### config.mk
export PLATFORM = sky130hd
export DESIGN_NAME = ex_stage_flat
export DESIGN_NICKNAME = d
export VERILOG_FILES = /design/src/rtl/ex_if.sv /design/src/rtl/ex_stage.sv /design/src/flat_wrapper.sv
export SDC_FILE = /design/constraint.sdc
export NUM_CORES = 1
export LEC_CHECK = 0
export CORE_MARGIN = 4
export CORE_UTILIZATION = 48
export DETAILED_ROUTE_END_ITERATION = 10
export PLACE_DENSITY = 0.65
export RECOVER_POWER = 100
export SLEW_MARGIN = 20
export SYNTH_ARGS = -nofsm -noshare
export SYNTH_HDL_FRONTEND = slang
export SYNTH_SLANG_ARGS = --single-unit
export TNS_END_PERCENT = 5
### constraint.sdc
create_clock -name clk -period 5.6 [get_ports clk]
set_input_delay 0.84 -clock clk [delete_from_list [all_inputs] [get_ports clk]]
set_output_delay 0.84 -clock clk [all_outputs]
set_load 0.02 [all_outputs]
### src/rtl/ex_if.sv
// ex_if: ID/EX operand bundle into the execute stage and its write-back/forwarding/HI-LO results.
interface ex_if #(parameter int DATA_W = 32);
  logic              flush_i;
  logic [2:0]        alusel_i;
  logic [7:0]        aluop_i;
  logic [DATA_W-1:0] reg1_i;
  logic [DATA_W-1:0] reg2_i;
  logic [4:0]        waddr_i;
  logic              wreg_i;
  logic [DATA_W-1:0] wdata_o;
  logic [4:0]        waddr_o;
  logic              wreg_o;
  logic              whilo_o;
  logic [DATA_W-1:0] hi_o;
  logic [DATA_W-1:0] lo_o;
  logic              stall_req_o;
  modport master (output flush_i, alusel_i, aluop_i, reg1_i, reg2_i, waddr_i, wreg_i,
                  input wdata_o, waddr_o, wreg_o, whilo_o, hi_o, lo_o, stall_req_o);
  modport slave  (input flush_i, alusel_i, aluop_i, reg1_i, reg2_i, waddr_i, wreg_i,
                  output wdata_o, waddr_o, wreg_o, whilo_o, hi_o, lo_o, stall_req_o);
endinterface

### src/rtl/ex_stage.sv
// ex_stage: combinational ALU plus radix-2 restoring divider that stalls upstream while busy.
module ex_stage #(
  parameter int DATA_W     = 32,
  parameter int DIV_CYCLES = 32
) (
  input logic clk,
  input logic rst,
  ex_if.slave ex
);
  localparam int SW = $clog2(DATA_W);
  localparam int CW = $clog2(DIV_CYCLES);
  localparam logic [CW-1:0] LAST = CW'(DIV_CYCLES - 1);
  localparam logic [2:0] SEL_LOGIC = 3'b001, SEL_SHIFT = 3'b010, SEL_ARITH = 3'b011, SEL_DIV = 3'b100;
  localparam logic [7:0] OP_OR = 8'h25, OP_AND = 8'h24, OP_XOR = 8'h26, OP_NOR = 8'h27;
  localparam logic [7:0] OP_SLL = 8'h7C, OP_SRL = 8'h02, OP_SRA = 8'h03;
  localparam logic [7:0] OP_ADDU = 8'h21, OP_SUBU = 8'h23, OP_SLT = 8'h2A, OP_SLTU = 8'h2B, OP_DIV = 8'h1A;

  typedef enum logic [1:0] {IDLE, BUSY, DONE} state_t;

  state_t            state_q, state_d;
  logic [CW-1:0]     cnt_q, cnt_d;
  logic [DATA_W-1:0] rem_q, rem_d, quo_q, quo_d, dvs_q, dvs_d;
  logic              qneg_q, qneg_d, rneg_q, rneg_d;
  logic [DATA_W-1:0] alu_r, a_abs, b_abs;
  logic [DATA_W:0]   tmp, diff;
  logic [SW-1:0]     sh;
  logic              is_div, sgn, fits, live;

  assign sh     = ex.reg2_i[SW-1:0];
  assign is_div = ex.alusel_i == SEL_DIV;
  assign sgn    = ex.aluop_i == OP_DIV;
  assign a_abs  = sgn && ex.reg1_i[DATA_W-1] ? -ex.reg1_i : ex.reg1_i;
  assign b_abs  = sgn && ex.reg2_i[DATA_W-1] ? -ex.reg2_i : ex.reg2_i;
  assign tmp    = {rem_q, quo_q[DATA_W-1]};
  assign diff   = tmp - {1'b0, dvs_q};
  assign fits   = !diff[DATA_W];

  always_comb begin
    alu_r = '0;
    case ({ex.alusel_i, ex.aluop_i})
      {SEL_LOGIC, OP_OR}:   alu_r = ex.reg1_i | ex.reg2_i;
      {SEL_LOGIC, OP_AND}:  alu_r = ex.reg1_i & ex.reg2_i;
      {SEL_LOGIC, OP_XOR}:  alu_r = ex.reg1_i ^ ex.reg2_i;
      {SEL_LOGIC, OP_NOR}:  alu_r = ~(ex.reg1_i | ex.reg2_i);
      {SEL_SHIFT, OP_SLL}:  alu_r = ex.reg1_i << sh;
      {SEL_SHIFT, OP_SRL}:  alu_r = ex.reg1_i >> sh;
      {SEL_SHIFT, OP_SRA}:  alu_r = $unsigned($signed(ex.reg1_i) >>> sh);
      {SEL_ARITH, OP_ADDU}: alu_r = ex.reg1_i + ex.reg2_i;
      {SEL_ARITH, OP_SUBU}: alu_r = ex.reg1_i - ex.reg2_i;
      {SEL_ARITH, OP_SLT}:  alu_r = DATA_W'($signed(ex.reg1_i) < $signed(ex.reg2_i));
      {SEL_ARITH, OP_SLTU}: alu_r = DATA_W'(ex.reg1_i < ex.reg2_i);
      default:              alu_r = '0;
    endcase
  end

  always_comb begin
    state_d = state_q;
    cnt_d   = cnt_q;
    rem_d   = rem_q;
    quo_d   = quo_q;
    dvs_d   = dvs_q;
    qneg_d  = qneg_q;
    rneg_d  = rneg_q;
    if (ex.flush_i) state_d = IDLE;
    else case (state_q)
      IDLE: if (is_div) begin
        // a zero divisor skips the loop; zeroed quotient/remainder make DONE report 0/0
        state_d = b_abs == '0 ? DONE : BUSY;
        cnt_d   = '0;
        rem_d   = '0;
        quo_d   = b_abs == '0 ? '0 : a_abs;
        dvs_d   = b_abs;
        qneg_d  = sgn && (ex.reg1_i[DATA_W-1] ^ ex.reg2_i[DATA_W-1]);
        rneg_d  = sgn && ex.reg1_i[DATA_W-1];
      end
      BUSY: begin
        rem_d   = fits ? diff[DATA_W-1:0] : tmp[DATA_W-1:0];
        quo_d   = {quo_q[DATA_W-2:0], fits};
        cnt_d   = cnt_q + 1'b1;
        state_d = cnt_q == LAST ? DONE : BUSY;
      end
      default: state_d = IDLE;
    endcase
  end

  always_ff @(posedge clk or posedge rst) begin
    if (rst) begin
      state_q <= IDLE;
      cnt_q   <= '0;
      rem_q   <= '0;
      quo_q   <= '0;
      dvs_q   <= '0;
      qneg_q  <= 1'b0;
      rneg_q  <= 1'b0;
    end else begin
      state_q <= state_d;
      cnt_q   <= cnt_d;
      rem_q   <= rem_d;
      quo_q   <= quo_d;
      dvs_q   <= dvs_d;
      qneg_q  <= qneg_d;
      rneg_q  <= rneg_d;
    end
  end

  assign live           = !rst && !ex.flush_i;
  assign ex.wdata_o     = rst ? '0 : alu_r;
  assign ex.waddr_o     = rst ? '0 : ex.waddr_i;
  assign ex.wreg_o      = live && !is_div && ex.wreg_i;
  assign ex.stall_req_o = live && (state_q == BUSY || (state_q == IDLE && is_div));
  assign ex.whilo_o     = live && state_q == DONE;
  assign ex.lo_o        = !ex.whilo_o ? '0 : qneg_q ? -quo_q : quo_q;
  assign ex.hi_o        = !ex.whilo_o ? '0 : rneg_q ? -rem_q : rem_q;
endmodule

### src/flat_wrapper.sv
// flat-port wrapper written by rule: the top's interface ports become plain ports
module ex_stage_flat 
#(
  parameter int DATA_W     = 32,
  parameter int DIV_CYCLES = 32
)
  (clk, rst, ex_flush_i, ex_alusel_i, ex_aluop_i, ex_reg1_i, ex_reg2_i, ex_waddr_i, ex_wreg_i, ex_wdata_o, ex_waddr_o, ex_wreg_o, ex_whilo_o, ex_hi_o, ex_lo_o, ex_stall_req_o);
  ex_if #(.DATA_W(DATA_W)) ex_i ();
  input logic clk;
  input logic rst;
  input wire logic [$bits(ex_i.flush_i)-1:0] ex_flush_i;
  input wire logic [$bits(ex_i.alusel_i)-1:0] ex_alusel_i;
  input wire logic [$bits(ex_i.aluop_i)-1:0] ex_aluop_i;
  input wire logic [$bits(ex_i.reg1_i)-1:0] ex_reg1_i;
  input wire logic [$bits(ex_i.reg2_i)-1:0] ex_reg2_i;
  input wire logic [$bits(ex_i.waddr_i)-1:0] ex_waddr_i;
  input wire logic [$bits(ex_i.wreg_i)-1:0] ex_wreg_i;
  output wire logic [$bits(ex_i.wdata_o)-1:0] ex_wdata_o;
  output wire logic [$bits(ex_i.waddr_o)-1:0] ex_waddr_o;
  output wire logic [$bits(ex_i.wreg_o)-1:0] ex_wreg_o;
  output wire logic [$bits(ex_i.whilo_o)-1:0] ex_whilo_o;
  output wire logic [$bits(ex_i.hi_o)-1:0] ex_hi_o;
  output wire logic [$bits(ex_i.lo_o)-1:0] ex_lo_o;
  output wire logic [$bits(ex_i.stall_req_o)-1:0] ex_stall_req_o;
  assign ex_i.flush_i = ex_flush_i;
  assign ex_i.alusel_i = ex_alusel_i;
  assign ex_i.aluop_i = ex_aluop_i;
  assign ex_i.reg1_i = ex_reg1_i;
  assign ex_i.reg2_i = ex_reg2_i;
  assign ex_i.waddr_i = ex_waddr_i;
  assign ex_i.wreg_i = ex_wreg_i;
  assign ex_wdata_o = ex_i.wdata_o;
  assign ex_waddr_o = ex_i.waddr_o;
  assign ex_wreg_o = ex_i.wreg_o;
  assign ex_whilo_o = ex_i.whilo_o;
  assign ex_hi_o = ex_i.hi_o;
  assign ex_lo_o = ex_i.lo_o;
  assign ex_stall_req_o = ex_i.stall_req_o;
  ex_stage #(.DATA_W(DATA_W), .DIV_CYCLES(DIV_CYCLES)) u_core (.clk(clk), .rst(rst), .ex(ex_i));
endmodule
Word level (Yosys, flattened, before mapping)
Cells that the tools add are included.
Storage, ports and cells
  flip-flop bits (word level): 105
  input bits: 84
  logic and storage cells: 85
  output and inout bits: 104
Operators by class
  eq/ne operators: 18
  $lt $le $gt $ge: 2
  bitwise gates (word level): 6
  add/sub/neg operators: 8
  shift-type cells: 3
  multiplexer cells: 22
  reduce and logical (&&, ||, !) cells: 19
Operators with widths (number)
  $mux W32: 11
  $pmux W32 S11: 1
  $neg A32 Y32: 4
  $pmux W32 S2: 2
  $eq A11 B10 Y1 const B: 7
  $lt A32 B32 Y1: 2
  $eq A11 B9 Y1 const B: 4
  $sub A33 B32 Y33: 1
  $add A32 B32 Y32: 1
  $and A32 B32 Y32: 1
  $logic_not A32 Y1: 1
  $not A32 Y32: 1
  $or A32 B32 Y32: 1
  $shl A32 B5 Y32: 1
  $shr A32 B5 Y32: 1
  $sshr A32 B5 Y32: 1
  $sub A32 B32 Y32: 1
  $xor A32 B32 Y32: 1
  $mux W5: 2
  $pmux W5 S2: 1
  $logic_and A1 B1 Y1: 9
  $eq A8 B5 Y1 const B: 1
  $mux W2: 4
  $reduce_and A3 Y1: 2
  14 further kinds: 17

Longest topological paths before layout
  word-level depth: 8
  gate-level depth with buffers: 17
  gate-level depth less buffers: 14

Worst setup path before layout
No wires, ideal clock.
  kind: input port to output port
  from: input port ex_reg2_i[3]
  to: output port ex_wdata_o[28]
  path buffers: 4
  slack: 0.281 ns
  cell stages on the path: 16
  data arrival time: 4.479 ns
  cell sequence: clkbuf_1 inv_1 clkbuf_1 clkbuf_1 ha_1 clkbuf_1 a21oi_1 a2111oi_0 o311a_1 o21ai_0 o21ba_2 o221ai_1 a211oi_1 xnor2_1 a211oi_1 a21oi_1
On the way
  cells in the longest elaborated chain, start to end: 3
  elaborated cells on any way between the ends: 7
Ends and longest elaborated chain
  start, declared: line flat_wrapper.sv:15  | input wire logic [$bits(ex_i.reg2_i)-1:0] ex_reg2_i;
  $sub A32 B32 Y32 (tied with other cells): line ex_stage.sv:49  | {SEL_ARITH, OP_SUBU}: alu_r = ex.reg1_i - ex.reg2_i;
  $pmux W32 S11 *: line ex_stage.sv:40  | case ({ex.alusel_i, ex.aluop_i})
  $mux W32 *: line ex_stage.sv:107  | assign ex.wdata_o = rst ? '0 : alu_r;
  end, declared: line flat_wrapper.sv:18  | output wire logic [$bits(ex_i.wdata_o)-1:0] ex_wdata_o;
Every way passes the cells marked *; elsewhere a longest branch is shown, timed or not.

Worst setup path after layout
  from: input port ex_reg1_i[9]
  to: output port ex_wdata_o[16]
On the way
  cells in the longest elaborated chain, start to end: 3
  elaborated cells on any way between the ends: 7
Ends and longest elaborated chain
  start, declared: line flat_wrapper.sv:14  | input wire logic [$bits(ex_i.reg1_i)-1:0] ex_reg1_i;
  $sub A32 B32 Y32 (tied with other cells): line ex_stage.sv:49
  $pmux W32 S11 *: line ex_stage.sv:40
  $mux W32 *: line ex_stage.sv:107
Marks and branches as above.

==> flow_metrics.tcl <==
set metrics [dict create \
    crit_required_ns 4.76 \
    path_delay_family "buffers and inverters" \
    hpwl_um 65620 \
    worst_ep_arrival_time_ns 4.77 \
    status "finished, violations left" \
    ys_warn_count 0 \
    endpoint_kind "output pin" \
    num_vias 21900 \
    clkSinkCount 105 \
    n_antenna_cell 0 \
    final_antenna_net_count 0 \
    multiInputGateArea_um2 14250 \
    syn-cell-area_um2 18030 \
    cp_num_buf_inv 6 \
    fmax_mhz 178.4 \
    final_nets 3147 \
    cts_root_buffer "clkbuf_16" \
    max_cap_viol_count 3 \
    core.rowCount 70 \
    grt_overflow 0 \
    synth_cell_types 84 \
    die_area_um2 40740 \
    routedWlPerCell_um 23.96 \
    io_pins 188 \
    synth_nets 2874 \
    core_um2 36870 \
    fin_tns_setup_ns -0.006215 \
    final_cells 3431 \
    drc 0 \
    slowest_stage "clkdlybuf4s50_1" \
    setup_ws_ns -0.006215 \
    finalSetupViolations 1 \
    path_max_fanout 12 \
    regArea_um2 2628 \
    tightest_slew_ns 3.320 \
    max_stage_delay_ns 0.56 \
    start_util 0.4891 \
    synth_area_leaders "dfrtp_1, ha_1, o21ai_0, nor2_1, a21oi_1" \
    fillCellCount 3521 \
    clock_skew_ns 0.01420 \
    fin_crit_sh 1.001 \
    port_buffers 187 \
    finalHoldViolations 0 \
    dpl.cell_count 3414 \
    antenna_found_initial 0 \
    synth_largest_area_cell "dfrtp_1" \
    dr.pass1.iters 7 \
    drtIter0Drc 2632 \
    syn_inst 2649 \
    p_leak_uw 0.009558 \
    grt_max_degree 97 \
    finalMaxSlewViolations 179 \
    chipHeight_um 201.8 \
    gp_congestion 1.063 \
    avgSynthCellArea_um2 6.808 \
    grt_setup_unrepaired "yes" \
    cts_inserted_buffers 9 \
    ys_seq_area_frac 0.1457 \
    cts_tree "built" \
    cp-start-kind "input port" \
    path_clk_slew_ns 0.07 \
    holdCritPathClass "flop to flop" \
    synth-main-ff-cell "dfrtp_1" \
    synth-seq-cells 105 \
    clk_path_buf_depth 2 \
    area_growth_pct 22.95 \
    crit_type "input port to output pin" \
    grt_pass1_vias 20720 \
    hold_buffers 0 \
    synth_top_area_share 0.1457 \
    via_per_inst 6.382 \
    slew_headroom -1.213 \
    grt_pass1_wl_um 123000 \
    async_reset_ff_frac 1.000 \
    violations "max-capacitance violations, max-slew violations, negative setup slack" \
    die_x_um 201.8 \
    min_period_ns 5.606 \
    finalWirelength_um 82200 \
    peakVddDrop_uv 289.2 \
    htreeDepth 3 \
    synth_enable_flop_cells 0 \
    track_usage 0.3831 \
    cp_cell_sequence "clkdlybuf4s50_1 > inv_1 > ha_1 > buf_4 > a211o_1 > a311oi_1 > buf_4 > o21ai_0 > o21ai_0 > o21ba_2 > o211ai_1 > o21ai_0 > xnor2_1 > buf_4 > a221oi_1 > nor2_1 > clkdlybuf4s50_1" \
    drive_above_1_share 0.1227 \
    pwr_density_cell_nw_per_um2 284.7 \
    clock_latency_ns 0.36 \
]
-- final cells by class --
type	count	share of cell area
clock buffers	9	0.01016
clock inverters	7	0.004458
inverters	160	0.02714
multi-input cells	2204	0.6425
flip-flops and latches	105	0.1185
well taps	504	0.02844
repair buffers	442	0.1688
-- layout by cell type (no fill, tap or decap), types with 11 or more instances in the layout --
master / Yosys / routed
nor2_1: 345 / 345
o21ai_0: 287 / 282
buf_4: 0 / 250
nand2_1: 249 / 249
a21oi_1: 243 / 242
inv_1: 156 / 154
ha_1: 138 / 138
clkdlybuf4s50_1: 0 / 137
xnor2_1: 105 / 105
dfrtp_1: 105 / 105
xor2_1: 71 / 71
nand3_1: 69 / 69
mux2i_1: 68 / 68
nor3_1: 55 / 54
a31oi_1: 48 / 47
o31ai_1: 35 / 35
o22ai_1: 31 / 31
a21o_1: 30 / 30
a211oi_1: 29 / 29
or3_1: 26 / 26
nand2b_1: 27 / 25
o211ai_1: 24 / 24
dlygate4sd3_1: 0 / 24
mux4_2: 20 / 20
nor2b_1: 20 / 19
o41ai_1: 17 / 17
nand4_1: 16 / 16
nor4_1: 19 / 16
o21bai_1: 14 / 14
and3_1: 14 / 14
o21a_1: 13 / 13
a211o_1: 11 / 11
or4_1: 11 / 11
mux2_2: 11 / 11
a221oi_1: 13 / 11
-- repair_timing --
| action | in CTS | in global routing |
|---|---|---|
| setup buffers | 1 | 0 |
| gates resized for setup | 32 | 19 |
| endpoints found under the setup margin | 21 | 21 |
| pin swaps | 2 | 1 |
| cloned | 0 | 0 |
| hold endpoints to repair | 0 | 0 |
-- where the power goes --
group | switching [uW] | internal [uW]
logic | 2440 | 1660
registers | 437 | 1090
clock network | 294 | 396
total | 3170 | 3140
-- routing by layer --
metal  GRT usage  part of all wire  routed length [um]  vias to the layer above
met2      0.6156              0.45               36890                     1289
met3     0.06433             0.096                7860                      226
li1            -                 -                   -                    10040
met4      0.2290             0.073                6029                        0
met5           0                 0                   0                        -
met1      0.4834              0.38               31420                    10350
-- stage by stage --
stage / total power (uW) / instance area [um2] / hold slack, ns / utilization / setup slack [ns]
after detailed placement: 5519 / 21810 / 0.4719 / 0.5914 / -0.5194
after CTS: 6247 / 22160 / 0.4864 / 0.6011 / 0.007788
final: 6312 / 22170 / 0.4827 / 0.6014 / -0.006215
after global placement: 5394 / 21810 / 0.4629 / 0.5914 / -0.5147
after global routing: 6824 / 22170 / 0.5143 / 0.6014 / -0.1664
after floorplan: 4329 / 18030 / 0.4498 / - / 0.2806
-- cells by family (layout without fill, tap and decap cells) --
logic type,count (synthesis),in the layout,share of synthesized area
buf+inv,340,618,0.07160
simple gates,899,899,0.2272
mux,99,99,0.06958
xor+xnor,176,176,0.08547
compound gates,889,889,0.3014
flops,105,105,0.1457
fa+ha+maj,141,141,0.09907
-- cell usage after synthesis, types with 13 or more instances --
cell type,instances
a211oi_1,29
a21o_1,30
a21oi_1,243
a221oi_1,13
a31oi_1,48
and3_1,14
buf_1,29
clkbuf_1,146
dfrtp_1,105
ha_1,138
inv_1,156
mux2i_1,68
mux4_2,20
nand2_1,249
nand2b_1,27
nand3_1,69
nand4_1,16
nor2_1,345
nor2b_1,20
nor3_1,55
nor4_1,19
o211ai_1,24
o21a_1,13
o21ai_0,287
o21bai_1,14
o22ai_1,31
o31ai_1,35
o41ai_1,17
or3_1,26
xnor2_1,105
xor2_1,71
-- worst paths after layout --
path | from | end | slack [ns] | cells after the start
max in group asynchronous | rst | u_core.rem_q[12] | 0.85 | 5
worst min register to register | u_core.dvs_q[30] | u_core.dvs_q[30] | 0.48 | 2
worst max register to register | u_core.quo_q[31] | u_core.rem_q[23] | 0.88 | 14
min in group asynchronous | rst | u_core.quo_q[28] | 2.60 | 4
worst max-delay path | ex_reg1_i[9] | ex_wdata_o[16] | -0.006 | 17
worst min-delay path | u_core.dvs_q[30] | u_core.dvs_q[30] | 0.48 | 2
-- registers in the layout, indices dropped and copies added, names as in the netlist --
signal,flops
u_core.rem_q,32
u_core.quo_q,32
u_core.qneg_q,1
u_core.cnt_q,5
u_core.rneg_q,1
u_core.dvs_q,32
u_core.state_q,2
-- tightest hold or removal path, cell delays in order (launching register included) --
cell and delay [ns]:
dfrtp_1 0.34, nand2_1 0.05, o21ai_0 0.06
(Power assumes the default switching activity.)
